===== config.mk =====
export PLATFORM = sky130hd
export DESIGN_NAME = ins_fetch
export DESIGN_NICKNAME = d
export VERILOG_FILES = /design/src/rtl/ins_pkg.sv /design/src/rtl/prog_mem.sv /design/src/rtl/ins_fetch.sv
export SDC_FILE = /design/constraint.sdc
export NUM_CORES = 1
export LEC_CHECK = 0
export BUFFER_PORTS_ARGS = -buffer_cell sky130_fd_sc_hd__buf_4
export CORE_MARGIN = 2
export CORE_UTILIZATION = 57
export CTS_BUF_LIST = sky130_fd_sc_hd__clkbuf_8
export CTS_CLUSTER_DIAMETER = 40
export DETAILED_ROUTE_END_ITERATION = 8
export PLACE_DENSITY = 0.85
export SLEW_MARGIN = 10
export SYNTH_ARGS = -nofsm -noshare
export SYNTH_HDL_FRONTEND = slang
export SYNTH_HIERARCHICAL = 1
export SYNTH_SLANG_ARGS = --single-unit
export TNS_END_PERCENT = 5

===== constraint.sdc =====
create_clock -name clk -period 2.15 [get_ports clk]
set_input_delay 0.43 -clock clk [delete_from_list [all_inputs] [get_ports clk]]
set_output_delay 0.43 -clock clk [all_outputs]
set_load 0.05 [all_outputs]

===== src/rtl/ins_pkg.sv =====
// Shared instruction-format definitions for the fetch unit and ins_dec:
// widths, opcode values, field positions and the fetch state encoding.
package ins_pkg;

   localparam int INS_W = 11;
   localparam int PC_W  = 4;
   localparam int OP_W  = 3;

   // Field positions inside an instruction word.
   localparam int OP_MSB  = 10;
   localparam int OP_LSB  = 8;
   localparam int JMP_MSB = 7;
   localparam int JMP_LSB = 4;

   localparam logic [OP_W-1:0]  OP_BRANCH = 3'b100;
   localparam logic [OP_W-1:0]  OP_NOOP   = 3'b011;
   localparam logic [INS_W-1:0] NOOP_WORD = {OP_NOOP, 8'h00};

   typedef enum logic [1:0] {
      IDLE = 2'd0,
      RUN  = 2'd1,
      HALT = 2'd2
   } fetch_state_e;

   function automatic logic [OP_W-1:0] ins_opcode(input logic [INS_W-1:0] ins);
      return ins[OP_MSB:OP_LSB];
   endfunction

   function automatic logic [PC_W-1:0] ins_jmp(input logic [INS_W-1:0] ins);
      return ins[JMP_MSB:JMP_LSB];
   endfunction

endpackage


===== src/rtl/prog_mem.sv =====
// Program store: register file with synchronous write and asynchronous read.
// Deliberately not reset so a loaded program survives rst_n.
module prog_mem #(
   parameter int ADDR_W = 4,
   parameter int DATA_W = 11
) (
   input  logic              clk,
   input  logic              wr_en,
   input  logic [ADDR_W-1:0] wr_addr,
   input  logic [DATA_W-1:0] wr_data,
   input  logic [ADDR_W-1:0] rd_addr,
   output logic [DATA_W-1:0] rd_data
);

   localparam int DEPTH = 2 ** ADDR_W;

   logic [DATA_W-1:0] mem_q [DEPTH];

   always_ff @(posedge clk) begin
      if (wr_en) begin
         mem_q[wr_addr] <= wr_data;
      end
   end

   assign rd_data = mem_q[rd_addr];

endmodule


===== src/rtl/ins_fetch.sv =====
// Instruction fetch: IDLE/RUN/HALT sequencer, PC, registered INS output and
// program memory. Taken branches are resolved from the word currently on INS.
module ins_fetch #(
   parameter int INS_W        = ins_pkg::INS_W,
   parameter int PC_W         = ins_pkg::PC_W,
   parameter int HALT_ON_WRAP = 0
) (
   input  logic             clk,
   input  logic             rst_n,
   input  logic             prog_we,
   input  logic [PC_W-1:0]  PROG_ADDR,
   input  logic [INS_W-1:0] PROG_DATA,
   input  logic             start,
   input  logic             stop,
   input  logic             branch_cond,
   output logic [INS_W-1:0] INS,
   output logic             ins_valid,
   output logic [PC_W-1:0]  PC,
   output logic             running
);

   import ins_pkg::*;

   fetch_state_e     state_q, state_d;
   logic [PC_W-1:0]  pc_q, pc_d;
   logic [INS_W-1:0] ins_q, ins_d;
   logic             ins_valid_q, ins_valid_d;

   logic [INS_W-1:0] mem_rd_data;
   logic             mem_we;
   logic             branch_taken;
   logic             wrap_halt;

   // The memory is only writable while idle, so a running program can't be
   // modified under its own feet.
   assign mem_we = prog_we && (state_q == IDLE);

   prog_mem #(
      .ADDR_W (PC_W),
      .DATA_W (INS_W)
   ) u_prog_mem (
      .clk     (clk),
      .wr_en   (mem_we),
      .wr_addr (PROG_ADDR),
      .wr_data (PROG_DATA),
      .rd_addr (pc_q),
      .rd_data (mem_rd_data)
   );

   // ins_valid gates the branch so an inserted NOOP can never be mistaken for one.
   assign branch_taken = (ins_q[OP_MSB:OP_LSB] == OP_BRANCH) && ins_valid_q && branch_cond;
   assign wrap_halt    = (HALT_ON_WRAP != 0) && (pc_q == {PC_W{1'b1}});

   always_comb begin
      state_d     = state_q;
      pc_d        = pc_q;
      ins_d       = ins_q;
      ins_valid_d = ins_valid_q;

      if (stop) begin
         state_d     = IDLE;
         pc_d        = '0;
         ins_d       = NOOP_WORD;
         ins_valid_d = 1'b0;
      end else begin
         unique case (state_q)
            IDLE, HALT: begin
               pc_d        = '0;
               ins_d       = NOOP_WORD;
               ins_valid_d = 1'b0;
               if (start) begin
                  state_d = RUN;
               end
            end
            RUN: begin
               if (branch_taken) begin
                  // Squash the sequential word already in flight.
                  pc_d        = ins_q[JMP_MSB:JMP_LSB];
                  ins_d       = NOOP_WORD;
                  ins_valid_d = 1'b0;
               end else begin
                  ins_d       = mem_rd_data;
                  ins_valid_d = 1'b1;
                  if (wrap_halt) begin
                     state_d = HALT;
                     pc_d    = '0;
                  end else begin
                     pc_d = pc_q + PC_W'(1);
                  end
               end
            end
            default: begin
               state_d     = IDLE;
               pc_d        = '0;
               ins_d       = NOOP_WORD;
               ins_valid_d = 1'b0;
            end
         endcase
      end
   end

   always_ff @(posedge clk or negedge rst_n) begin
      if (!rst_n) begin
         state_q     <= IDLE;
         pc_q        <= '0;
         ins_q       <= NOOP_WORD;
         ins_valid_q <= 1'b0;
      end else begin
         state_q     <= state_d;
         pc_q        <= pc_d;
         ins_q       <= ins_d;
         ins_valid_q <= ins_valid_d;
      end
   end

   assign INS       = ins_q;
   assign ins_valid = ins_valid_q;
   assign PC        = pc_q;
   assign running   = (state_q == RUN);

endmodule


Word-level counts from Yosys, hierarchy flattened
Memories as Yosys holds them, arrays and structs flattened.
Index checks and enable logic that the tools add are counted.
{ "classes": {"addsub": 1, "n_eq_ne": 5, "muxes": 14, "n_reduce_logical": 6} }
{ "op_table": {"columns": ["cell", "count"], "rows": [
  ["11-bit two-way mux", 3],
  ["4-bit two-way mux", 3],
  ["1-bit two-way mux", 5],
  ["4-bit by 1-bit adder with 4-bit output, second input constant", 1],
  ["2-bit two-way mux", 2],
  ["2-bit one-hot mux with 2 select lines", 1],
  ["3-bit equality test, second input constant", 1],
  ["1-bit logical AND", 3],
  ["3-bit inequality test, second input constant", 1],
  ["2-bit by 1-bit equality test with 1-bit output, second input constant", 1],
  ["2-bit equality test, second input constant", 1],
  ["2-bit zero test", 1],
  ["2-bit inequality test, second input constant", 1],
  ["2-bit AND reduction", 1],
  ["2-bit OR reduction", 1]
]} }
{ "totals": {"register_bits": 18, "mem_bits_rw": 176, "inputBits": 21, "output_inout_bits": 17, "mem_count": 1} }
{ "memory_table": {"columns": ["memory", "depth", "word_bits", "read_ports", "rd_ports_with_merged_regs", "wr", "line", "rtl"], "rows": [
  ["u_prog_mem.mem_q", 16, 11, 1, 0, 1, "prog_mem.sv:17", "logic [DATA_W-1:0] mem_q [DEPTH];"]
]} }

Logic depth before layout (Yosys ltp)
{ "logic_depth": {"word_depth": 6, "ltp_mapped": 6, "depth_no_buf": 4} }

By module
Netlist, hierarchy kept.
{ "modules_own_cells": {"columns": ["mod", "instances", "cells_per_inst", "area_per_inst_um2", "seq_area_each_um2"], "rows": [
  ["prog_mem", 1, 294, 6819.0, 5285.1],
  ["ins_fetch", 1, 51, 686.9, 427.9]
]} }

Worst setup path after synthesis
No wires, ideal clock.
{ "synth_path": {"kind": "reg-to-reg", "from": "register state_q[0]", "to": "memory u_prog_mem.mem_q[0][0] (enable)", "setup_ns": 0.393, "arrival_ns": 2.141, "required_ns": 1.757, "setup_slack_ns": -0.384, "path_stages_with_launch": 4, "path_buffers": 0, "cell_sequence": "dfrtp_1 -> nor2b_1 -> or3b_2 -> nor3_1"} }
{ "synth_between": {"elab_chain_cells": 4} }
{ "synth_rtl": {"columns": ["element", "line", "rtl"], "rows": [
  ["start, declared", "ins_fetch.sv:24", "fetch_state_e state_q, state_d;"],
  ["start signal, assigned", "ins_fetch.sv:109", "state_q <= state_d;"],
  ["2-bit zero test", "ins_fetch.sv:36", "assign mem_we = prog_we && (state_q == IDLE);"],
  ["1-bit logical AND", "ins_fetch.sv:36", null],
  ["named net mem_we", "ins_fetch.sv:30", "logic mem_we;"],
  ["1-bit two-way mux", "prog_mem.sv:20", "if (wr_en) begin"],
  ["1-bit two-way mux (implied by the code)", "prog_mem.sv:21", "mem_q[wr_addr] <= wr_data;"],
  ["end, declared", "prog_mem.sv:17", null]
]} }
The timed path passes the listed nets, and every way through them passes these cells.

Final worst setup path
{ "layout_path": {"from": "register state_q[0]", "to": "memory u_prog_mem.mem_q[1][2] (enable)"} }
Same word-level chain as after synthesis.

==> metrics.md <==
| Metric | Value |
|---|---|
| Leak | 2.83 nW |
| Post-Synthesis Cells | 345 |
| Mapped Avg Cell Area | 21.8 um2 |
| Die width | 119 um |
| Area growth syn-to-layout | 13.0% |
| CTS sink cnt | 193 |
| Cell Pwr Density | 811 nW/um2 |
| Vias per inst | 6.13 |
| Root Buffer | clkbuf_8 |
| Fin. max-slew vios | 0 |
| Max Fclk | 0.510 GHz |
| Worst vdd ir | 594 uV |
| Die height | 119 um |
| Core Box Area | 12700 um2 |
| Final #Nets | 429 |
| HPWL Detailed | 8.76 mm |
| Final period utilization | 91.2% |
| Area leader, netlist | edfxtp_1 |
| Top cells by area, synth | edfxtp_1, mux4_1, mux4_2, dfrtp_1, a22oi_1 |
| Congestion Overflow GR | 0 |
| Post-Place Setup Slack | 213 ps |
| Share of cells above drive strength 1 | 30.2% |
| Critical path class | register to register |
| HP Class | primary input to register |
| DRC | 0 |
| Worst Path Required | 2330 ps |
| DR WL/cell | 23.1 um |
| Initial antenna violation count | 0 |
| Commonest non-fill, non-tap cell in the layout | edfxtp_1 |
| Clk buf depth | 2 |
| Post-synthesis cell type count | 35 |
| Final Hold Fails | 0 |
| Clk slew on worst S/H paths | 90 ps |
| Final setup vio count | 0 |
| Max cap viols | 0 |
| Worst setup SP type | register |
| CTS Hold Buffers Added | 1 |
| Hold slack final | 119 ps |
| Fin worst setup slack | 188 ps |
| Detail Route Antenna Nets | 0 |
| Outcome | completed |
| Synth Warn # | 6 |
| Cell Area, Synth | 7510 um2 |
| # resized after CTS | 0 |
| Vias in the first global route | 3632 |
| Gp weighted congestion | 0.796 |
| Clock Skew | 6.94 ps |
| Most frequent cells in the layout | edfxtp_1, buf_4, mux4_2 |
| Final wirelength | 13.7 mm |
| Sequential fraction of the synthesis area | 76.1% |
| CTS tree | done |
| Pin count of the biggest net entering global routing | 47 |
| Initial core utilization | 59.0% |
| Clk_lat worst skew | 460 ps |
| FP Rows | 41 |
| Port bufs | 37 |
| Total number of vias | 3626 |
| Die ar. | 14100 um2 |
| TritonCTS buffer count | 17 |
| Final Critical Period | 1960 ps |
| Seq cells post-synth | 193 |
| Critical path endpoint category | register |
| Diodes inserted | 0 |
| Syn nets | 367 |
| Gr usage total | 20.8% |
| RSZ-0062 raised after global routing | no |
| Largest fanout on the critical path | 6 |
| DR pass1 iterations | 5 |
| Max H-tree Level | 4 |
| Worst slew pin tran | 820 ps |
| CP arrival | 2140 ps |
| Drt initial violations | 313 |
| Max_slew headroom | 45.2% |
| First-pass GRT wire length | 21.0 mm |
| Share of the synthesized area in the top cell type | 70.4% |
| IO Count | 38 |
| Setup Fix Bufs, Post-CTS | 0 |
synth_stat cells:
master / instances
nand3b_1: 2
or3b_2: 1
clkbuf_1: 1
a21oi_1: 1
ha_1: 1
a21oi_2: 1
and4bb_4: 1
buf_12: 1
edfxtp_1: 176
clkbuf_4: 1
nand2_1: 13
dfrtp_1: 15
buf_8: 2
and2_4: 9
xnor2_1: 1
dfstp_2: 2
nor2_1: 15
nand2b_1: 5
nor2b_1: 2
nand3_1: 3
buf_6: 3
and2b_1: 1
and2_1: 1
buf_2: 5
o21ai_1: 1
nor3_1: 7
mux4_2: 23
mux4_1: 21
xor2_1: 1
a211oi_2: 1
a211oi_1: 2
a22oi_1: 22
buf_4: 2
nand4bb_1: 1
inv_2: 1
kinds of logic after synthesis:
family          Yosys count  share of synthesized area, %
compound gates           28                          2.82
xor+xnor                  2                         0.233
fa+ha+maj                 1                         0.167
buf+inv                  16                          1.85
flops                   193                          76.1
mux                      44                          14.3
simple gates             61                          4.57
report_power, final:
part	total [mW]	internal (mW)	switching, mW
logic	0.332	0.135	0.197
registers	4.15	4.13	0.0179
clock network	2.40	1.24	1.16
metal layers:
| metal | global-route usage, % | wire length (um) |
|---|---|---|
| met5 | 0 | 0 |
| met2 | 31.4 | 6680 |
| met1 | 29.4 | 5730 |
| met3 | 6.13 | 1050 |
| met4 | 7.59 | 217 |
critical path, cell delays in order (launching register included):
cell	delay [ps]
dfrtp_1	500
nor2b_1	260
or3b_2	530
nor2_1	190
buf_4	200
final cells by class:
class	count	area, um2
timing repair buffer	58	463
clock buffer	17	234
multi-input combinational	136	1670
sequential	193	5710
tap	172	215
fill	826	4240
clock inverter	15	176
inverter	1	3.75
sequential cells by signal, indices dropped and copies added, names as in the netlist:
register and flops:
u_prog_mem/mem_q 176, ins_valid 1, PC 4, INS 11, state_q 1
metrics by stage:
stage	power, mW	utilization (%)	cells	TNS [ps]	instance area [um2]
3_3_place_gp	4.55	63.4	559	0	8060
2_1_floorplan	4.43	-	345	-4620	7510
5_1_grt	7.08	66.7	592	0	8480
4_1_cts	6.93	66.7	592	0	8480
3_5_place_dp	4.57	63.4	559	0	8060
6_report	6.88	66.7	592	0	8480
worst paths after layout:
path                            cells after the start                               end  slack, ps                   start
max in group asynchronous                           2                  INS[9]$_DFF_PN1_       1520                   rst_n
worst min-delay path                                2            state_q[0]$_DFFE_PN0P_        120                    stop
worst min register to register                      2                   PC[1]$_DFF_PN0_        630        INS[5]$_DFF_PN0_
worst max-delay path                                4  u_prog_mem/mem_q[1][2]$_DFFE_PP_        190  state_q[0]$_DFFE_PN0P_
worst max register to register                      4  u_prog_mem/mem_q[1][2]$_DFFE_PP_        190  state_q[0]$_DFFE_PN0P_
min in group asynchronous                           2                   PC[1]$_DFF_PN0_        370                   rst_n
(Power assumes the default switching activity.)
